$ cat src/rtl/tff_updown_counter.sv
// tff_updown_counter: modulo-N up/down counter built from T-type bits; define TFF_CNT_SATURATE_EN to saturate instead of wrap.
module tff_updown_counter #(
  parameter int unsigned     WIDTH   = 4,
  parameter longint unsigned MODULUS = 64'd1 << WIDTH
) (
  input  logic             Clock,
  input  logic             Clear,
  input  logic             Enable,
  input  logic             Up,
  input  logic             Load,
  input  logic [WIDTH-1:0] Data,
  output logic [WIDTH-1:0] Q,
  output logic [WIDTH-1:0] Qbar,
  output logic             TC,
  output logic             Wrap
);
  localparam logic [WIDTH-1:0] MAX = WIDTH'(MODULUS - 64'd1);
  logic [WIDTH-1:0] q_q, q_d, t_d, up_c, dn_c, m, load_val, cnt_t, wrap_t;
  logic             wrap_q, wrap_d;
  // Bit i toggles when every lower bit is 1 (up) or 0 (down).
  always_comb begin
    up_c = '0;
    dn_c = '0;
    m    = '0;
    for (int i = 0; i < WIDTH; i++) begin
      m       = WIDTH'((64'd1 << i) - 64'd1);
      up_c[i] = &(q_q | ~m);
      dn_c[i] = ~|(q_q & m);
    end
  end
  assign TC       = Enable & (Up ? (q_q == MAX) : (q_q == '0));
  assign load_val = (Data > MAX) ? MAX : Data;
  assign cnt_t    = Up ? up_c : dn_c;
`ifdef TFF_CNT_SATURATE_EN
  assign wrap_t = '0;
  assign wrap_d = 1'b0;
`else
  assign wrap_t = q_q ^ (Up ? '0 : MAX);
  assign wrap_d = ~Load & TC;
`endif
  assign t_d = Load ? (q_q ^ load_val) : Enable ? (TC ? wrap_t : cnt_t) : '0;
  assign q_d = q_q ^ t_d;
  always_ff @(posedge Clock or negedge Clear) begin
    if (!Clear) begin
      q_q    <= '0;
      wrap_q <= 1'b0;
    end else begin
      q_q    <= q_d;
      wrap_q <= wrap_d;
    end
  end
  assign Q    = q_q;
  assign Qbar = ~q_q;
  assign Wrap = wrap_q;
endmodule

$ cat config.mk
export PLATFORM = sky130hd
export DESIGN_NAME = tff_updown_counter
export DESIGN_NICKNAME = d
export VERILOG_FILES = /design/src/rtl/tff_updown_counter.sv
export SDC_FILE = /design/constraint.sdc
export NUM_CORES = 1
export LEC_CHECK = 0
export ABC_CLOCK_PERIOD_IN_PS = 2500
export CAP_MARGIN = 10
export CORE_AREA = 2 2 39 41
export CTS_CLUSTER_DIAMETER = 30
export DETAILED_ROUTE_END_ITERATION = 6
export DIE_AREA = 0 0 41 43
export HOLD_SLACK_MARGIN = 0.15
export PLACE_DENSITY_LB_ADDON = 0.3
export SLEW_MARGIN = 20
export SYNTH_ARGS = -nofsm -noshare
export SYNTH_HDL_FRONTEND = slang
export SYNTH_SLANG_ARGS = --single-unit
export TNS_END_PERCENT = 5
$ cat constraint.sdc
create_clock -name Clock -period 2.5 [get_ports Clock]
set_input_delay 0.5 -clock Clock [delete_from_list [all_inputs] [get_ports Clock]]
set_output_delay 0.5 -clock Clock [all_outputs]
set_load 0.01 [all_outputs]
==> metrics list, run 1 <==
- The sequential cells in the finished layout cover a total of 125 um2.
- Worst path max stage delay: 0.55 ns
- The worst setup path is captured at an output pin.
- The count of nets left with antenna violations once routing finished came out at 0.
* Cell Chain, Critical Path: clkdlybuf4s50_1, or4_2, o22ai_2, and2_1, clkbuf_2
- Grt total ovfl: 0
* Placed wire-length estimate: 631 um
- Instance area at placement: 561 um2
- Clock net sink count: 5
* Nature of the critical path startpoint: primary input
- The flow ran to the end, and the final reports show no timing, DRC or antenna violations.
* Die outline height: 43 um
- The die is 41 um wide.
* Post-layout instance area: 588 um2
- Synth Cell Area: 339 um2
* Buffering stage count on the worst path with inverters included: 2
- The via count of the first global-routing pass is 351.
* Post-route worst setup slack: 0.134 ns
* Number of slew-limit violations in the final report: 0
- After floorplanning, the core was sized to cover 0.00138 mm2.
- For this configuration, the core starts out at a cell density of 24.5%.
- Class of the tightest hold or removal check: primary input to asynchronous set/reset pin
- Final RePlAce weighted congestion: 0.746
- Iteration-0 DRC count of the detailed router: 14
* Portion of synthesized cell area occupied by the leading cell type: 36.9%
- Layout Area Growth over Synthesis: 73.4%
- Number of buffers created by CTS: 3
- At the worst endpoint, the arrival time is 1.87 ns.
* Number of cells upsized or downsized after cts: 3
- After synthesis, the share of cell area in mux cells is 0%.
- Main combinational cell family by area after synthesis: simple AND/OR/NAND/NOR gates
- CP max stage cell: sky130_fd_sc_hd__or4_2
- Area contributors post-synth: sky130_fd_sc_hd__dfrtp_1, sky130_fd_sc_hd__nand3_1, sky130_fd_sc_hd__xnor2_1, sky130_fd_sc_hd__inv_1, sky130_fd_sc_hd__nand2_1
- The cell count after synthesis came out at 38.
- 0 antenna diodes ended up in the layout.
- In this run, synthesis produced a sequential element count of 5.
* Critical Path Fanout Max: 2
- Required time at the worst-slack endpoint: 2.00 ns
* Library cells used by synthesis: 22
- Layout cells sized above 1: 20.6%
* Vias/cell: 4.76
* Post-layout instance count excluding filler cells: 79
- Clk pin slew, worst setup/hold paths: 0.05 ns
- Wires add up to 865 um.
- Summing over every cut layer, the via total after detailed routing is 376.
- Simple-gate portion of the synthesized area: 31.7%
* Yosys Warn Count: 0
* Wire length of the first global-routing pass: 1460 um
* Worst-skew pair later-pin latency: 0.24 ns
- In this run the tightest slew margin relative to its limit is 72.7%.
* Average wire per cell in the routed design: 10.9 um
- The die covers 0.00176 mm2.
- Num ports: 19
- Synthesized area per cell: 8.92 um2
- The number of hold violations in the final report is 0.
- CP Class: primary input to output pin
* Post-CTS Setup Repair Bufs: 0
* Port Buffers: 18
- XOR/XNOR share of the synthesized area: 7.75%
* P per Cell Area: 545 mW/mm2
- The number of antenna violations at the first check in global routing came to 0.
- For this run, the share of the core covered by cells in the final layout is 42.5%.
- The final layout contains 73 nets.
- LEAKAGE: 0.256 nW
* Smallest hold slack: 0.484 ns
- The worst path uses 94.7% of the clock period.
* Fraction of the yosys area taken by sequential cells: 36.9%
- Global routing used 12.8% of the available tracks across all layers.
- The filler cells instantiated in the layout total 147.
* Clock tree root buffer cell: sky130_fd_sc_hd__clkbuf_4
* Maximum clock frequency: 0.423 GHz
- The floorplan has 14 rows.
* Final setup violating endpoints: 0
- Peak supply drop: 0.170 mV
- In this run the number of H-tree levels came out at 1.
* Count of maximum capacitance violations: 0
* Worst Max-Slew Pin Slew: 0.408 ns
- Clk buf depth: 2
- Counting tap cells, the placed design contains a total of 75 instances.
* Arithmetic-cell share of the synthesized area counting full adders, half adders and majority gates: 0%
- The largest total area in the synthesized netlist belongs to sky130_fd_sc_hd__dfrtp_1.
* Top cell family by delay on the critical path: simple AND/OR/NAND/NOR gates
* Total iterations of the first detailed-routing run: 4
* Number of remaining DRC errors: 0
- Pin count of the biggest net entering global routing: 13
- Final worst path period need: 2.37 ns
* Clk_skew: 0.00524 ns
- Synthesized netlist net count: 47
- RSZ-0062 raised after global routing: false
- At the placement stage, the worst setup path has a slack of -0.301 ns.
- Synth Area in Compound Gates: 14.4%
- TritonCTS built the clock tree.
- Summing all multi-input logic gate instances after layout gives 189 um2.
* Number of buffers inserted by hold repair at cts: 0
==> path summary, 6_finish.rpt <==
path | slack, ns | startpoint | endpoint | cells after the start
max | 0.13 | Up | TC | 5
min | 0.48 | Clear | Q[0] | 1
max reg2reg | 0.84 | Q[0] | Q[3] | 4
min reg2reg | 0.67 | Q[3] | Q[3] | 3
max in group asynchronous | 1.81 | Clear | Q[3] | 1
min in group Clock | 0.67 | Q[3] | Q[3] | 3
==> synthesized netlist by cell type (all sizes together) <==
library cell  n
and3b         1
or4b          1
inv           4
o22ai         1
nand4b        1
a211o         2
or4           1
a2111o        1
nor2b         1
nor2          1
dfrtp         5
nand2         4
buf           2
a22oi         1
and2          1
nand4         1
xnor2         2
xor2          1
nand3         6
o21ai         1
==> stage by stage <==
step	TNS, ns	power, mW
floorplan	0	0.155
global placement	-0.276	0.226
detailed placement	-0.301	0.227
CTS	0	0.326
global route	0	0.343
finish	0	0.320
==> cell families after synthesis <==
group / Yosys count
DFF: 5
AOI/OAI and AO/OA: 6
xor gates and xnor gates: 3
and+or+nand+nor: 18
buffers and inverters: 6
==> cell type report <==
type	instances	share of cell area, %
well taps	16	3.40
repair buffers	23	36.2
inverters	4	2.55
flip-flops and latches	5	21.3
multi-input cells	27	32.1
clock buffers	4	4.47
==> layer usage <==
metal / wire length [um] / track usage [%] / up-vias / share of wire (%)
met1: 411 / 16.0 / 174 / 48
met5: 0 / 0 / - / 0
met2: 384 / 16.9 / 14 / 44
li1: - / - / 186 / -
met4: 14 / 12.0 / 0 / 1.6
met3: 54 / 3.14 / 2 / 6.2
==> registers in the layout, indices dropped and copies added, names as in the netlist <==
name  flops
Q         4
Wrap      1
==> power breakdown <==
group | total [mW] | internal [mW] | switching, mW
Clock | 0.0935 | 0.0604 | 0.0331
Combinational | 0.128 | 0.0742 | 0.0538
Sequential | 0.0987 | 0.0909 | 0.00784
Total | 0.320 | 0.225 | 0.0948
==> placed cells by master (no fill, tap or decap), drive strengths merged, types with 2 or more instances in the layout <==
cell / count
clkbuf: 5
xnor2: 2
a211o: 2
buf: 5
nand3: 6
inv: 4
nand2: 4
dfrtp: 5
clkdlybuf4s50: 17
(Power assumes the default switching activity.)
==> run 2: changes to the inputs <==
--- a/config.mk
+++ b/config.mk
@@ -6,12 +6,13 @@
 export NUM_CORES = 1
 export LEC_CHECK = 0
 export ABC_CLOCK_PERIOD_IN_PS = 2500
-export CAP_MARGIN = 10
+export CAP_MARGIN = 20
 export CORE_AREA = 2 2 39 41
 export CTS_CLUSTER_DIAMETER = 30
 export DETAILED_ROUTE_END_ITERATION = 6
 export DIE_AREA = 0 0 41 43
 export HOLD_SLACK_MARGIN = 0.15
+export MAX_ROUTING_LAYER = met4
 export PLACE_DENSITY_LB_ADDON = 0.3
 export SLEW_MARGIN = 20
 export SYNTH_ARGS = -nofsm -noshare
==> results of run 2 <==
Same layout as run 1: the final DEF is identical, and so are final timing and power.
Main changes from that run: final weighted congestion in routability-driven placement 0.746 -> 0.755; overall routing resource usage 12.8% -> 13.1%
==> run 3: changes to the inputs <==
--- a/config.mk
+++ b/config.mk
@@ -12,7 +12,6 @@
 export DETAILED_ROUTE_END_ITERATION = 6
 export DIE_AREA = 0 0 41 43
 export HOLD_SLACK_MARGIN = 0.15
-export MAX_ROUTING_LAYER = met4
 export PLACE_DENSITY_LB_ADDON = 0.3
 export SLEW_MARGIN = 20
 export SYNTH_ARGS = -nofsm -noshare
==> results of run 3 <==
Same layout as run 1: the final DEF is identical, and so are final timing and power.
